File: src/rtl/tdm_demux_1to4_if.sv
// Serial beat link between the 4:1 TDM mux side and the 1:4 demux.
// master drives beats; slave is the demux receiving them.
interface tdm_demux_1to4_if #(
    parameter int W = 1
);
    logic [W-1:0]   din;
    logic           en;
    logic           sync;
    logic [4*W-1:0] Y;
    logic           valid;
    logic [1:0]     slot;
    logic           locked;
    logic           sync_err;

    modport master (
        output din, en, sync,
        input  Y, valid, slot, locked, sync_err
    );

    modport slave (
        input  din, en, sync,
        output Y, valid, slot, locked, sync_err
    );
endinterface

File: src/rtl/tdm_demux_1to4.sv
// 1:4 TDM demultiplexer: aligns to the slot-0 sync marker and
// publishes each complete 4-slot frame atomically with a valid pulse.
module tdm_demux_1to4 #(
    parameter int W = 1
) (
    input  logic             clk,
    input  logic             rst,
    tdm_demux_1to4_if.slave  link
);

    typedef enum logic {
        HUNT,
        LOCKED
    } state_t;

    state_t              state_q, state_d;
    logic [1:0]          slot_q, slot_d;
    logic [2:0][W-1:0]   sh_q, sh_d;
    logic [4*W-1:0]      y_q, y_d;
    logic                valid_q, valid_d;
    logic                err_q, err_d;

    always_ff @(posedge clk or posedge rst) begin
        if (rst) begin
            state_q <= HUNT;
            slot_q  <= 2'd0;
            sh_q    <= '0;
            y_q     <= '0;
            valid_q <= 1'b0;
            err_q   <= 1'b0;
        end else begin
            state_q <= state_d;
            slot_q  <= slot_d;
            sh_q    <= sh_d;
            y_q     <= y_d;
            valid_q <= valid_d;
            err_q   <= err_d;
        end
    end

    always_comb begin
        state_d = state_q;
        slot_d  = slot_q;
        sh_d    = sh_q;
        y_d     = y_q;
        valid_d = 1'b0;
        err_d   = 1'b0;
        if (link.en) begin
            unique case (state_q)
                HUNT: begin
                    if (link.sync) begin
                        sh_d[0] = link.din;
                        slot_d  = 2'd1;
                        state_d = LOCKED;
                    end
                end
                LOCKED: begin
                    if (slot_q == 2'd0 && !link.sync) begin
                        err_d   = 1'b1;
                        slot_d  = 2'd0;
                        state_d = HUNT;
                    end else if (link.sync) begin
                        // an early sync restarts the frame with this beat as ch0
                        err_d   = (slot_q != 2'd0);
                        sh_d[0] = link.din;
                        slot_d  = 2'd1;
                    end else if (slot_q == 2'd3) begin
                        y_d     = {link.din, sh_q[2], sh_q[1], sh_q[0]};
                        valid_d = 1'b1;
                        slot_d  = 2'd0;
                    end else begin
                        sh_d[slot_q] = link.din;
                        slot_d       = slot_q + 2'd1;
                    end
                end
                default: state_d = HUNT;
            endcase
        end
    end

    assign link.Y        = y_q;
    assign link.valid    = valid_q;
    assign link.slot     = slot_q;
    assign link.locked   = (state_q == LOCKED);
    assign link.sync_err = err_q;

endmodule
File: src/flat_wrapper.sv
// flat-port wrapper written by rule: the top's interface ports become plain ports
module tdm_demux_1to4_flat 
#(
    parameter int W = 1
)
  (clk, rst, link_din, link_en, link_sync, link_Y, link_valid, link_slot, link_locked, link_sync_err);
  tdm_demux_1to4_if #(.W(W)) link_i ();
  input  logic clk;
  input  logic rst;
  input wire logic [$bits(link_i.din)-1:0] link_din;
  input wire logic [$bits(link_i.en)-1:0] link_en;
  input wire logic [$bits(link_i.sync)-1:0] link_sync;
  output wire logic [$bits(link_i.Y)-1:0] link_Y;
  output wire logic [$bits(link_i.valid)-1:0] link_valid;
  output wire logic [$bits(link_i.slot)-1:0] link_slot;
  output wire logic [$bits(link_i.locked)-1:0] link_locked;
  output wire logic [$bits(link_i.sync_err)-1:0] link_sync_err;
  assign link_i.din = link_din;
  assign link_i.en = link_en;
  assign link_i.sync = link_sync;
  assign link_Y = link_i.Y;
  assign link_valid = link_i.valid;
  assign link_slot = link_i.slot;
  assign link_locked = link_i.locked;
  assign link_sync_err = link_i.sync_err;
  tdm_demux_1to4 #(.W(W)) u_core (.clk(clk), .rst(rst), .link(link_i));
endmodule
File: config.mk
export PLATFORM = sky130hd
export DESIGN_NAME = tdm_demux_1to4_flat
export DESIGN_NICKNAME = d
export VERILOG_FILES = /design/src/rtl/tdm_demux_1to4_if.sv /design/src/rtl/tdm_demux_1to4.sv /design/src/flat_wrapper.sv
export SDC_FILE = /design/constraint.sdc
export NUM_CORES = 1
export LEC_CHECK = 0
export ABC_AREA = 1
export CAP_MARGIN = 5
export CORE_ASPECT_RATIO = 1.1
export CORE_UTILIZATION = 43
export DETAILED_ROUTE_END_ITERATION = 16
export GPL_ROUTABILITY_DRIVEN = 0
export PLACE_DENSITY = 0.72
export SYNTH_ARGS = -nofsm -noshare
export SYNTH_HDL_FRONTEND = slang
export SYNTH_SLANG_ARGS = --single-unit
File: constraint.sdc
create_clock -name clk -period 1.4 [get_ports clk]
set_clock_uncertainty 0.05 [all_clocks]
set_input_delay 0.28 -clock clk [delete_from_list [all_inputs] [get_ports clk]]
set_output_delay 0.28 -clock clk [all_outputs]
set_load 0.02 [all_outputs]
After elaboration in Yosys (flattened, before gate mapping)
Cells that the tools add are included.

cells by class
  bitwise logic cells = 4
  add/sub/neg operators = 1
  reduce and logical (&&, ||, !) cells = 9
  magnitude comparators = 2
  mux-type cells = 25
  equality and inequality tests = 4

operators by type and width
  operator                                                                             number
  1-bit 2-to-1 mux                                                                     16
  5-bit AND reduction                                                                  2
  2-bit 2-to-1 mux                                                                     4
  2-bit != test, second input constant                                                 2
  1-bit inverter                                                                       4
  1-bit one-hot mux with 2 select lines                                                2
  2-bit one-hot mux with 2 select lines                                                1
  4-bit AND reduction                                                                  1
  3-bit bitwise mux                                                                    1
  2-bit by 3-bit < comparator with 1-bit output, second input constant                 1
  3-bit != test, second input constant                                                 1
  2-bit by 1-bit adder with 2-bit output, second input constant                        1
  1-bit demux with 2-bit select                                                        1
  2-bit equality test, second input constant                                           1
  2-bit by 1-bit greater-or-equal comparator with 1-bit output, second input constant  1
  1-bit logical AND                                                                    2
  2-bit logical NOT                                                                    1
  2-bit AND reduction                                                                  1
  2-bit nonzero test                                                                   1
  1-bit logical NOT                                                                    1

storage, ports and cells
  logic and storage cells = 53
  output and inout port bits = 9
  bits in registers = 12

Longest topological paths before layout
  depth in word-level cells = 9
  gate-level depth with buffers = 9

Worst setup path before layout
OpenSTA, ideal clock, no wires.

  path type = reg-to-reg
  from = reg u_core.slot_q[0], in the netlist u_core.link.slot[0]
  to = reg u_core.sh_q[1] (netlist bit)
  setup slack = -0.221 ns
  data required time = 1.233 ns
  data arrival time = 1.454 ns
  library setup time = 0.117 ns
  cell stages (with the launch flop) = 10
  period minus slack after synthesis = 1.621 ns
  cells stage by stage = dfrtp_1 inv_1 ha_1 ha_1 inv_1 nand2_1 nor2_1 nand3_1 nand2_1 nand2_1

between the ends
  cells in the longest elaborated chain, start to end = 5
  elaborated cells on any way between the ends = 12
  classes of those cells = order compare: 2; eq/ne: 1; mux: 3; bitwise: 2; reduce/logical: 4

ends and longest elaborated chain
  what                                                                                                                                                        line                  RTL
  from (decl)                                                                                                                                                 tdm_demux_1to4.sv:17  logic [1:0] slot_q, slot_d;
  from (signal assigned)                                                                                                                                      tdm_demux_1to4.sv:33  slot_q <= slot_d;
  2-bit by 3-bit < comparator with 1-bit output (implied by the code) / 2-bit by 1-bit greater-or-equal comparator with 1-bit output (equally long branches)  tdm_demux_1to4.sv:72  sh_d[slot_q] = link.din;
  1-bit logical AND (implied by the code)                                                                                                                     tdm_demux_1to4.sv:72
  1-bit 2-to-1 mux (implied by the code)                                                                                                                      tdm_demux_1to4.sv:72
  1-bit demux with 2-bit select                                                                                                                               --
  3-bit bitwise mux                                                                                                                                           tdm_demux_1to4.sv:72
  to (signal assigned)                                                                                                                                        tdm_demux_1to4.sv:27  sh_q <= '0;
  to (signal assigned)                                                                                                                                        tdm_demux_1to4.sv:34  sh_q <= sh_d;
  to (decl)                                                                                                                                                   tdm_demux_1to4.sv:18  logic [2:0][W-1:0] sh_q, sh_d;

Several ways; a longest one is shown, not always the timed one.
A chain may end at the register's enable or synchronous reset.

Worst setup path after layout
Ends and elaborated chain as after synthesis.

==> impl_results.md <==
- First-pass GRT wire length: ~2300 um
- Mapped Cells: 78
- I/O Pins: 14
- Initial antenna violation count: 0
- Final setup viols: 1
- Final ANT Viol Nets: 0
- Die Height: ~43 um
- Min-delay worst type: input pin to async pin
- Arr. time, crit path: ~1.5 ns
- Area share of the leading cell type in the synthesized netlist: 0.458
- Mapped cell area: 656 um2
- Internal Pwr Total: between 1 and 1.5 mW
- Static leakage: between 0.5 and 0.6 nW
- Reg2Reg Setup Slack: -0.01 ns
- Worst-Skew Late Latency: 0.27 ns
- Flops & latches, synth: 12
- Combinational power share: 0.508
- Req. time, crit path: roughly 1.5 ns
- DP Wirelength: about 1100 um
- CTS tree: yes
- Final wirelength: around 1400 um
- Dominant cells by area after synthesis: dfrtp_1, ha_1, nand2_1
- Drt wl/cell: roughly 12 um
- CP Launch Type: flip-flop
- Filler cells: about 110
- Yosys Warn Count: 0
- Final Power: approximately 1.6 mW
- Setup TNS: -0.0117 ns
- CTS buffer count: 3
- GRT Resource Usage Total: 0.203
- Clk pin slew, worst setup/hold paths: 0.08 ns
- Clock share of power: 0.168
- Yosys cell types: 13
- Max-cap violations: 0
- Post-synthesis compound-gate area fraction: 0.0725
- Clk buf depth: 2
- Post-Syn Nets: 90
- CP max FO: 4
- RR Endpoint: u_core.sh_q[1]
- Die footprint: 1690 um2
- Final worst slack: -0.0117 ns
- Htree depth: 1
- Vias: 600
- Area after DPL: between 900 and 1000 um2
- Max Slew Vio Count: 0
- PortBufs: 13
- Finished Cell Area: 997 um2
- Worst-margin pin slew: 0.448 ns
- Ant diodes: 0
- Worst slew margin: 0.701
- Final period demand of the worst path: between 1 and 1.5 ns
- RSZ-0062 raised after global routing: yes
- Syn Area/Cell: approximately 8.4 um2
- Reg2Reg Depth: 9
- Min Hold Slack: ~0.25 ns
- Initial Util: 0.468
- Die width: a little under 40 um
- Footprint of the multi-input gates: around 380 um2
- Sequential Power Share: 0.325
- Setup crit end kind: flip-flop
- Residual DRC: 0
- Power Density: around 1600 nW/um2
- Seq. cell area: a little over 300 um2
- Synth Area in Adders: 0.134
- Simple-gate share of the synthesized area: 0.256
- Row count: 14
- Hold buffers post-CTS: 0
- Number of global-route vias before repair: 555
- Hold Fails Final Rpt: 0
- Cells after DPL: 118
- Largest net degree at the start of global routing: 13
- Core Region: 1400 um2
- Max IR drop VDD: 1030 uV
- Root buffer cell: clkbuf_4
- Reg2reg start: u_core.link.slot[0]
- Largest family of logic cells by synthesized area: simple AND/OR/NAND/NOR gates
- Initial DRC count: 9
- Largest area contributor in the netlist: dfrtp_1
- Failing checks: setup timing
- Mux cell area share after synthesis: 0
- Post-synthesis sequential area ratio: 0.458
- GR Overflow Total: 0
- Fmax: roughly 710 MHz
- Final Non-Filler Cells: 123
- Critical path class: flip-flop to flip-flop
- Sw frac: 0.390
- Syn-to-layout area delta: 52.1%
- Tcrit/Tclk final: 1.01
- Vias per inst: just under 5
- Share of cells above drive strength 1: 0.383
- Status: complete, but fails checks
- TritonRoute pass-1 iters: 4
- Xor/xnor cell area share of the yosys netlist: 0
- Psw: about 0.64 mW
- Clk sinks: 12
- Final net count: 120
-- synth_stat cells (all sizes together) --
cell	number
inv	14
a21oi	1
o22ai	2
o21ai	6
ha	7
nand3	4
nor2	5
dfrtp	12
or2	1
nand2	23
nand4	2
nor3	1
-- worst max-delay path by stage --
| stage | startpoint | to | cells after the start |
|---|---|---|---|
| after detailed placement | link_sync | u_core.link.Y[0] | 8 |
| after CTS | u_core.link.slot[0] | u_core.link.Y[1] | 9 |
| after global routing | u_core.link.slot[1] | u_core.link.Y[1] | 9 |
| after global placement | link_sync | u_core.link.Y[3] | 8 |
| final | u_core.link.slot[0] | u_core.sh_q[1] | 9 |
| after floorplan | u_core.link.slot[0] | u_core.link.Y[0] | 8 |
-- layout make-up --
| type | count | area share |
|---|---|---|
| Clock buffer | 4 | 0.0364 |
| Inverter | 14 | 0.0552 |
| Multi-Input combinational cell | 52 | 0.376 |
| Sequential cell | 12 | 0.304 |
| Tap cell | 16 | 0.0201 |
| Timing Repair Buffer | 25 | 0.208 |
-- state kept, by name, indices dropped and copies added, names as in the netlist --
signal                flops
u_core.link.locked        1
u_core.link.Y             4
u_core.link.sync_err      1
u_core.link.valid         1
u_core.sh_q               3
u_core.link.slot          2
-- layer usage --
metal	up-vias	GRT usage	part of all wire
met2	13	0.357	0.50
met5	-	0	0
met1	281	0.232	0.45
met3	4	0.0157	0.026
met4	0	0.103	0.021
li1	302	-	-
-- power by group through the flow --
stage                     sequential, mW  clock [mW]  combinational (mW)
after global placement             0.536           0               0.808
after global routing               0.547       0.293               0.922
after CTS                          0.534       0.279               0.815
final                              0.533       0.275               0.834
after detailed placement           0.538           0               0.826
after floorplan                    0.661           0               0.328
-- critical path: stages, from the launching register on --
cell and delay [ns]:
dfrtp_2 0.37, inv_2 0.05, ha_4 0.18, ha_4 0.17, inv_2 0.05, nand2_2 0.04
nor2_2 0.17, nand3_1 0.11, nand2_1 0.07, nand2_1 0.04
-- cell families (layout without fill, tap and decap cells) --
logic type | after synthesis | after routing
adder cells (fa/ha/maj) | 7 | 7
flip-flops | 12 | 12
buffers and inverters | 14 | 43
AO/OA/AOI/OAI | 9 | 9
AND/OR/NAND/NOR | 36 | 36
-- metrics by stage --
step | utilization | setup slack, ns
CTS | 0.699 | -0.0117
floorplan | - | -0.0656
global route | 0.712 | -0.0838
finish | 0.712 | -0.0117
global placement | 0.661 | -0.295
detailed placement | 0.661 | -0.347
-- what timing repair did --
action / 4_1_cts / 5_1_grt
resized for setup: 25 / 6
gates cloned: 0 / 0
endpoints found under the setup margin: 15 / 8
setup buffers: 1 / 0
pin swaps: 6 / 0
-- placed cells by master, fill, tap and decap left out, types with 3 or more instances in the layout --
cell and count:
nand2_2 5, dfrtp_1 10, inv_1 9, dlygate4sd2_1 7, clkbuf_4 3, nor2_1 3, nand3_1 4, nand2_1 17
inv_2 4, ha_4 3, buf_4 11, o21ai_1 4, clkdlybuf4s50_1 3, ha_1 3
Power figures use the tool's default switching activity.
